### config.mk
export PLATFORM = sky130hd
export DESIGN_NAME = mem_bus_ctrl
export DESIGN_NICKNAME = d
export VERILOG_FILES = /design/src/rtl/mem_bus_pkg.sv /design/src/rtl/mem_bus_watchdog.sv /design/src/rtl/mem_bus_ctrl.sv
export SDC_FILE = /design/constraint.sdc
export NUM_CORES = 1
export LEC_CHECK = 0
export BUFFER_PORTS_ARGS = -buffer_cell sky130_fd_sc_hd__buf_2
export CAP_MARGIN = 30
export CORE_ASPECT_RATIO = 0.5
export CORE_MARGIN = 1.5
export CORE_UTILIZATION = 40
export CTS_BUF_LIST = sky130_fd_sc_hd__clkbuf_8
export DETAILED_ROUTE_END_ITERATION = 10
export PLACE_DENSITY_LB_ADDON = 0.1
export SLEW_MARGIN = 20
export SYNTH_ARGS = -nofsm -noshare
export SYNTH_HDL_FRONTEND = slang
export SYNTH_SLANG_ARGS = --single-unit
export TNS_END_PERCENT = 5
### constraint.sdc
create_clock -name clk -period 7.05 [get_ports clk]
set_input_delay 0.3525 -clock clk [delete_from_list [all_inputs] [get_ports clk]]
set_output_delay 0.3525 -clock clk [all_outputs]
set_load 0.005 [all_outputs]
### src/rtl/mem_bus_pkg.sv
// Shared definitions for the data-memory bus controller: FSM state encoding,
// default timeout and the word-alignment mask applied to bus addresses.
package mem_bus_pkg;

  typedef enum logic [1:0] {
    IDLE = 2'd0,
    BUSY = 2'd1,
    DONE = 2'd2
  } state_t;

  localparam int          DEF_TIMEOUT_CYCLES = 255;
  localparam logic [31:0] WORD_ALIGN_MASK    = 32'hFFFF_FFFC;

endpackage

### src/rtl/mem_bus_watchdog.sv
// Bus timeout watchdog: counts BUSY cycles without ack and flags the cycle
// in which the TIMEOUT_CYCLES-th unanswered BUSY cycle is reached.
// Only instantiated when MEM_BUS_TIMEOUT_EN is defined.
module mem_bus_watchdog #(
  parameter int TIMEOUT_CYCLES = 255
) (
  input  logic clk,
  input  logic rst,
  input  logic i_clr,
  input  logic i_busy,
  input  logic i_ack,
  output logic o_timeout
);

  localparam int CNT_W = ($clog2(TIMEOUT_CYCLES + 1) > 8) ? $clog2(TIMEOUT_CYCLES + 1) : 8;

  logic [CNT_W-1:0] r_cnt;

  // Counter restarts on BUSY entry and advances once per unanswered BUSY cycle.
  always_ff @(posedge clk or posedge rst) begin
    if (rst)                  r_cnt <= '0;
    else if (i_clr)           r_cnt <= '0;
    else if (i_busy && !i_ack) r_cnt <= r_cnt + 1'b1;
  end

  // r_cnt holds the number of earlier BUSY cycles, so this is the last one allowed.
  assign o_timeout = i_busy && (r_cnt == CNT_W'(TIMEOUT_CYCLES - 1));

endmodule

### src/rtl/mem_bus_ctrl.sv
// Data-memory bus controller behind the MEM stage. Turns a single-cycle MEM
// request into a req/ack bus transaction and stalls the pipeline until done.
// Optional feature macro: MEM_BUS_TIMEOUT_EN (bus timeout abort + bus_err).
module mem_bus_ctrl
  import mem_bus_pkg::*;
#(
  parameter int          TIMEOUT_CYCLES = DEF_TIMEOUT_CYCLES,
  parameter logic [31:0] ERR_RDATA      = 32'h0000_0000
) (
  input  logic        clk,
  input  logic        rst,
  input  logic        mem_en,
  input  logic        mem_write_en,
  input  logic        mem_load,
  input  logic [3:0]  mem_select,
  input  logic [31:0] mem_write_addr,
  input  logic [31:0] mem_write_data,
  output logic [31:0] read_data_from_mem,
  output logic        stall_req,
  output logic        bus_req,
  output logic        bus_we,
  output logic [3:0]  bus_sel,
  output logic [31:0] bus_addr,
  output logic [31:0] bus_wdata,
  input  logic        bus_ack,
  input  logic [31:0] bus_rdata,
  output logic        bus_err
);

  state_t      r_state, w_next;
  logic        w_access, w_timeout, w_start;
  logic        r_bus_req, r_bus_we, r_bus_err;
  logic [3:0]  r_bus_sel;
  logic [31:0] r_bus_addr, r_bus_wdata, r_rdata;

  assign w_access = mem_en & (mem_write_en | mem_load);
  assign w_start  = (r_state == IDLE) & w_access;

`ifdef MEM_BUS_TIMEOUT_EN
  mem_bus_watchdog #(.TIMEOUT_CYCLES(TIMEOUT_CYCLES)) u_wdog (
    .clk       (clk),
    .rst       (rst),
    .i_clr     (w_start),
    .i_busy    (r_state == BUSY),
    .i_ack     (bus_ack),
    .o_timeout (w_timeout)
  );
`else
  logic w_unused_cfg;
  assign w_unused_cfg = (TIMEOUT_CYCLES == 0);
  assign w_timeout    = 1'b0;
`endif

  // State register.
  always_ff @(posedge clk or posedge rst) begin
    if (rst) r_state <= IDLE;
    else     r_state <= w_next;
  end

  // Next state and pipeline stall; ack takes priority over timeout.
  always_comb begin
    w_next    = r_state;
    stall_req = 1'b0;
    case (r_state)
      IDLE: if (w_access) begin
        stall_req = 1'b1;
        w_next    = BUSY;
      end
      BUSY: begin
        stall_req = 1'b1;
        if (bus_ack || w_timeout) w_next = DONE;
      end
      DONE:    w_next = IDLE;
      default: w_next = IDLE;
    endcase
  end

  // Bus request latch, load-data capture and error pulse.
  always_ff @(posedge clk or posedge rst) begin
    if (rst) begin
      r_bus_req   <= 1'b0;
      r_bus_we    <= 1'b0;
      r_bus_sel   <= '0;
      r_bus_addr  <= '0;
      r_bus_wdata <= '0;
      r_rdata     <= '0;
      r_bus_err   <= 1'b0;
    end else begin
      r_bus_err <= 1'b0;
      if (w_start) begin
        r_bus_req   <= 1'b1;
        r_bus_we    <= mem_write_en;
        r_bus_sel   <= mem_select;
        r_bus_addr  <= mem_write_addr & WORD_ALIGN_MASK;
        r_bus_wdata <= mem_write_data;
      end else if (r_state == BUSY) begin
        if (bus_ack) begin
          r_bus_req <= 1'b0;
          if (!r_bus_we) r_rdata <= bus_rdata;
        end else if (w_timeout) begin
          r_bus_req <= 1'b0;
          r_bus_err <= 1'b1;
          if (!r_bus_we) r_rdata <= ERR_RDATA;
        end
      end
    end
  end

  assign bus_req            = r_bus_req;
  assign bus_we             = r_bus_we;
  assign bus_sel            = r_bus_sel;
  assign bus_addr           = r_bus_addr;
  assign bus_wdata          = r_bus_wdata;
  assign read_data_from_mem = r_rdata;
  assign bus_err            = r_bus_err;

endmodule

==> results.cfg, run 1 <==
[outcome]
outcome = finished, final reports clean

[detailed_routing]
drt_drc_violations_left = 0
post_drt_via_cell_ratio = 4.462
drtIter0Drc = 79
avgRoutedWirePerCell_um = 14.65
wl_um = 8411
drt.antenna.violating_nets = 0
firstDrtPassIters = 2
vias = 2561

[logic_synthesis]
ys.warnings.count = 0
synth_seq_area_share_pct = 65.53
ys_ff_latch = 102
post_synth_instance_area_um2 = 3895
synth.distinct_cells = 15
syn-instance-count = 228
post_synth.cell_area_avg_um2 = 17.08

[finish]
postLayoutCoreUtil_pct = 55.38
final_layout_size_suffix_gt1_share_pct = 73.80
insertedDiodeCount = 0
layout_cells_excl_fill = 574
fillCellCount = 822
register_area_um2 = 2552
final_nets = 541
multiInputGateArea_um2 = 1246
syn_to_final_growth_pct = 34.31

[timing]
fin_setup_tns_ns = 0
report.final.setup_viol = 0
hold_slack_ns = 0.2180
fmax_ghz = 0.4784
min_period_ns = 2.090
maxSlewViolCount = 0
grt_setup_unrepaired = false
slew-limit-headroom_pct = 44.63
worst_clock_skew_ns = 0.006234
max_slew.worst_pin.slew_ns = 0.8305
fin_crit_sh_pct = 29.65
report.final.hold_viol_count = 0

[floorplan]
floorplan.core_area_um2 = 9447
boundaryPins = 210
dieArea_um2 = 10370
die_h_um = 72.78
fp-row-count = 25
floorplan.initialDensity_pct = 41.23
dieWidth_um = 142.6

[clocking]
post-cts-setup-buffers = 0
clock_tree.htree_level_count = 3
clock_sinks = 102
clk_root_buffer_cell = sky130_fd_sc_hd__clkbuf_8
clock_tree.buffer_depth = 2
cts_inserted_buffers = 9
cts_tree = done
path_clk_slew_ns = 0.09
clock_latency_late_sink_ns = 0.36

[worst_hold_path]
min-delay-path-class = input pin to register
worstHoldStart = mem_write_data[26]
min_path_cells = 2
hold_path_end = bus_wdata[26]$_DFFE_PP0P_

[setup_path]
worstSetupPathType = register to register
reg2regPathDepth = 3
crit_path_max_incr_delay_ns = 0.72
setup.reg_to_reg.worst_slack_ns = 4.96
path_buf_inv = 1
timing.rr.start = r_state[0]$_DFFE_PP0P_
worst_r2r_endpoint = bus_wdata[12]$_DFFE_PP0P_
worst_path_max_delay_cell = sky130_fd_sc_hd__or3_2
timing.critical_path.from_type = register
worst-endpoint-arrival_ns = 2.34
timing.critical_path.to_type = register
critical_path.max_fanout = 54
worst_ep_required_time_ns = 7.29
timing.critical_path.max_delay_family = simple AND/OR/NAND/NOR gates
worst_path_cell_trace = or3_2 > buf_4 > mux2_4

[power]
static-leakage-power_uw = 0.002668
total_power_uw = 2227
peakVddDrop_v = 0.0001535
power_density_nw_per_um2 = 425.8

[grt]
first_pass_grt_wire_length_um = 12970
number_of_antenna_violations_at_the_first_check_in_global_routing = 0
grt_max_degree = 67
grt-ovfl-total = 0
groute.usage.overall_pct = 16.43
first_global_vias = 2760

[placement]
place.gp.congestion = 0.7186
numPortBuffers = 204
number_of_cells_in_the_design_after_placement = 558
place.detailed.hpwl_um = 6191

[flow_run]
drv.max_cap_violation_count = 0
-- how the worst max path moves through the flow --
stage	depth (start not counted)	slack, ns	endpoint	start
2_1_floorplan	1	4.02	bus_addr[10]$_DFFE_PP0P_	rst
3_3_place_gp	5	4.79	bus_wdata[19]$_DFFE_PP0P_	mem_write_en
6_report	3	4.96	bus_wdata[12]$_DFFE_PP0P_	r_state[0]$_DFFE_PP0P_
5_1_grt	3	4.91	bus_wdata[16]$_DFFE_PP0P_	r_state[0]$_DFFE_PP0P_
4_1_cts	3	4.98	bus_wdata[10]$_DFFE_PP0P_	r_state[0]$_DFFE_PP0P_
3_5_place_dp	5	4.76	bus_addr[7]$_DFFE_PP0P_	mem_write_en
-- cell usage after synthesis --
cell	instances	share of area, %
sky130_fd_sc_hd__a21oi_1	1	0.13
sky130_fd_sc_hd__o21ai_1	1	0.13
sky130_fd_sc_hd__mux2_2	80	23
sky130_fd_sc_hd__nand2_1	3	0.29
sky130_fd_sc_hd__conb_1	1	0.096
sky130_fd_sc_hd__buf_4	3	0.58
sky130_fd_sc_hd__inv_1	3	0.29
sky130_fd_sc_hd__or3_1	1	0.16
sky130_fd_sc_hd__mux2_4	19	7.3
sky130_fd_sc_hd__nand3b_1	1	0.19
sky130_fd_sc_hd__buf_6	3	0.87
sky130_fd_sc_hd__and2_1	1	0.16
sky130_fd_sc_hd__buf_2	8	1.0
sky130_fd_sc_hd__nor2_1	1	0.096
sky130_fd_sc_hd__dfrtp_1	102	66
-- cells in the final DEF (no fill, tap or decap) --
cell type / instances
sky130_fd_sc_hd__clkinvlp_4: 2
sky130_fd_sc_hd__dlygate4sd3_1: 1
sky130_fd_sc_hd__inv_6: 1
sky130_fd_sc_hd__dfrtp_1: 102
sky130_fd_sc_hd__bufinv_16: 1
sky130_fd_sc_hd__nor2_2: 1
sky130_fd_sc_hd__buf_2: 204
sky130_fd_sc_hd__conb_1: 3
sky130_fd_sc_hd__clkbuf_8: 10
sky130_fd_sc_hd__buf_4: 3
sky130_fd_sc_hd__mux2_4: 19
sky130_fd_sc_hd__nand3b_1: 1
sky130_fd_sc_hd__inv_1: 2
sky130_fd_sc_hd__and2_1: 1
sky130_fd_sc_hd__mux2_2: 80
sky130_fd_sc_hd__a21oi_1: 1
sky130_fd_sc_hd__inv_4: 1
sky130_fd_sc_hd__nand2_1: 3
sky130_fd_sc_hd__or3_2: 1
sky130_fd_sc_hd__o21ai_1: 1
sky130_fd_sc_hd__clkinv_2: 1
-- per-stage QoR --
step | instance area, µm² | worst slack (ns)
2_1_floorplan | 3902 | 4.022
3_3_place_gp | 5025 | 4.790
3_5_place_dp | 5025 | 4.760
4_1_cts | 5231 | 4.976
5_1_grt | 5231 | 4.908
6_report | 5231 | 4.960
-- state kept, by name, summed over array words and instances, names as in the netlist --
signal	count
read_data_from_mem	32
bus_wdata	32
bus_sel	4
bus_req	1
bus_we	1
bus_addr	30
r_state	2
-- cell type report --
type | instances | area share (%)
flip-flops and latches | 102 | 48.79
multi-input cells | 111 | 23.82
repair buffers | 208 | 20.14
well taps | 135 | 3.229
clock buffers | 10 | 2.631
clock inverters | 5 | 1.124
inverters | 3 | 0.2631
-- where the power goes --
part | switching (µW) | internal (µW) | total [µW]
Sequential | 142 | 881 | 1020
Combinational | 317 | 521 | 838
Clock | 193 | 173 | 365
Total | 652 | 1570 | 2230
-- metal layers --
metal	share of wire, %	vias to the layer above	global-route usage (%)
met5	0	-	0
met4	1.2	0	6.071
met3	8.4	9	6.299
met2	51	108	29.61
met1	39	1250	17.91
li1	-	1194	-
-- timing repair --
item	in CTS	in global routing
resized for setup	0	0
hold buffers	1	0
hold endpoints to repair	23	0
-- kinds of logic (layout without fill, tap and decap cells) --
family | Yosys count | count (layout) | share of synthesized area (%)
simple gates | 7 | 7 | 0.8996
mux | 99 | 99 | 30.45
compound gates | 2 | 2 | 0.2567
other cells | 1 | 3 | 0.09628
flops | 102 | 102 | 65.53
buf+inv | 17 | 226 | 2.763
No activity file was read; power rests on OpenSTA's default activity.
==> run 2, diff against run 1 <==
clock period = 1.78 ns   (was 7.05 ns; I/O delays follow)
==> run 2 against run 1 <==
Via count up 17%. Routed wire length is 13% higher. Non-clock buffer count increased by 102. Combinational power grew to 4.2 times the previous value. Critical path type is now input pin to register. Largest cell class unchanged. Largest power group unchanged. Highest routed layer unchanged.
==> results.cfg, run 2 (synthesis gave the netlist of run 1 again) <==
[timing]
report.final.setup_viol = 0
fin_setup_tns_ns = 0
grt_setup_unrepaired = false
post-route-worst-setup-slack_ns = 0.1285
fmax_ghz = 0.6055
fin_crit_sh_pct = 92.78
worst_clock_skew_ns = 0.009596
report.final.hold_viol_count = 0
min_period_ns = 1.652
maxSlewViolCount = 0

[floorplan]
fp-row-count = 25
floorplan.initialDensity_pct = 41.23
dieArea_um2 = 10370
dieWidth_um = 142.6
boundaryPins = 210
floorplan.core_area_um2 = 9447
die_h_um = 72.78

[worst_hold_path]
min-delay-path-class = input pin to register
worstHoldStart = bus_ack

[finish]
final_nets = 643
final_common_cell = sky130_fd_sc_hd__buf_2
fillCellCount = 696
insertedDiodeCount = 0
layout_cells_excl_fill = 677
final_layout_size_suffix_gt1_share_pct = 60.15
syn_to_final_growth_pct = 60.36
mostFrequentLayoutCells = sky130_fd_sc_hd__buf_2 (204), sky130_fd_sc_hd__dfrtp_1 (102), sky130_fd_sc_hd__dlygate4sd3_1 (100)

[detailed_routing]
firstDrtPassIters = 4
post_drt_via_cell_ratio = 4.418
wl_um = 9500
vias = 2991
drtIter0Drc = 74
avgRoutedWirePerCell_um = 14.03
drt_drc_violations_left = 0
drt.antenna.violating_nets = 0

[setup_path]
worst_path_max_delay_cell = sky130_fd_sc_hd__dlygate4sd3_1
worst-endpoint-arrival_ns = 1.89
worst_ep_required_time_ns = 2.02
worstSetupPathType = input pin to register
critical_path.startpoint = mem_write_en
timing.critical_path.from_type = input pin
crit_path_max_incr_delay_ns = 0.54
worst_path_cell_trace = dlygate4sd3_1 > buf_2 > o21ai_1 > or3_4 > buf_4 > mux2_2
timing.rr.start = r_state[0]$_DFFE_PP0P_
timing.critical_path.to_type = register
critical_path.max_fanout = 31

[clocking]
path_clk_slew_ns = 0.09
clock_sinks = 102
cts_inserted_buffers = 9
clock_tree.htree_level_count = 3
post-cts-setup-buffers = 0
clk_root_buffer_cell = sky130_fd_sc_hd__clkbuf_8
clock_tree.buffer_depth = 2
cts_tree = done
clock_latency_late_sink_ns = 0.36

[placement]
place.gp.congestion = 0.7088
place.detailed.hpwl_um = 6124
post-place-ws_ns = 0.2053
number_of_cells_in_the_design_after_placement = 561
numPortBuffers = 204

[grt]
first_global_vias = 3098
first_pass_grt_wire_length_um = 14660
number_of_antenna_violations_at_the_first_check_in_global_routing = 0
grt_max_degree = 72
grt-ovfl-total = 0
groute.usage.overall_pct = 18.53

[power]
power_density_nw_per_um2 = 1425
static-leakage-power_uw = 0.003092
peakVddDrop_v = 0.0006623

[flow_run]
drv.max_cap_violation_count = 0

[outcome]
outcome = finished, final reports clean
-- run 2: changes by cell type in the layout (fill, tap and decap cells not counted) --
cell / change
sky130_fd_sc_hd__buf_12: +2
sky130_fd_sc_hd__buf_4: +1
sky130_fd_sc_hd__bufinv_16: -1
sky130_fd_sc_hd__clkbuf_8: -1
sky130_fd_sc_hd__clkinv_4: +1
sky130_fd_sc_hd__clkinvlp_4: +2
sky130_fd_sc_hd__dlygate4sd3_1: +99
sky130_fd_sc_hd__inv_1: +2
sky130_fd_sc_hd__inv_4: -1
sky130_fd_sc_hd__inv_6: -1
sky130_fd_sc_hd__or3_2: -1
sky130_fd_sc_hd__or3_4: +1
-- run 2: timing repair --
item | in CTS | in global routing
hold buffers | 100 | 0
endpoints found under the hold margin | 114 | 0
gates resized for setup | 0 | 0
-- run 2: per-stage QoR --
step	hold WS (ns)	power, µW	instance area [µm²]	util, %
4_1_cts	0.01266	8978	6246	66.12
3_5_place_dp	0.1038	7516	5077	53.75
6_report	0.02986	8898	6246	66.12
5_1_grt	0.03002	9515	6246	66.12
2_1_floorplan	0.2375	5897	3906	-
3_3_place_gp	0.08927	7350	5077	53.75
-- run 2: critical path: cells and delay by family --
family          cells  cell delay (ns)
simple gates        1             0.16
compound gates      1             0.16
mux                 1             0.40
buf+inv             3             1.06
-- run 2: final timing paths --
path	to	slack (ns)	depth (start not counted)
worst max-delay path	bus_addr[22]$_DFFE_PP0P_	0.13	6
worst min-delay path	r_state[0]$_DFFE_PP0P_	0.03	3
worst max register to register	bus_addr[30]$_DFFE_PP0P_	0.18	3
worst min register to register	bus_req$_DFFE_PP0P_	0.49	2
max in group asynchronous	bus_addr[28]$_DFFE_PP0P_	0.85	4
min in group asynchronous	bus_sel[1]$_DFFE_PP0P_	0.27	3
-- run 2: layer usage --
metal / vias up / wire (µm) / global-route usage [%] / share of wire, %
met4: 0 / 159 / 5.956 / 1.7
met5: - / 0 / 0 / 0
met3: 15 / 656 / 6.496 / 6.9
met1: 1463 / 3639 / 19.64 / 38
met2: 111 / 5045 / 35.06 / 53
li1: 1402 / - / - / -
-- run 2: report_power, final --
part | switching [µW] | internal [µW] | leakage (µW) | total (µW)
clock network | 755 | 498 | 0.0000838 | 1250
logic | 1320 | 2240 | 0.00181 | 3560
registers | 594 | 3490 | 0.00120 | 4090
-- run 2: cell type report --
type,instances,area (µm²),share of cell area (%)
clock inverters,7,43.79,0.7011
well taps,135,168.9,2.704
flip-flops and latches,102,2552,40.87
repair buffers,310,2092,33.49
inverters,3,15.01,0.2404
multi-input cells,111,1250,20.01
clock buffers,9,123.9,1.983
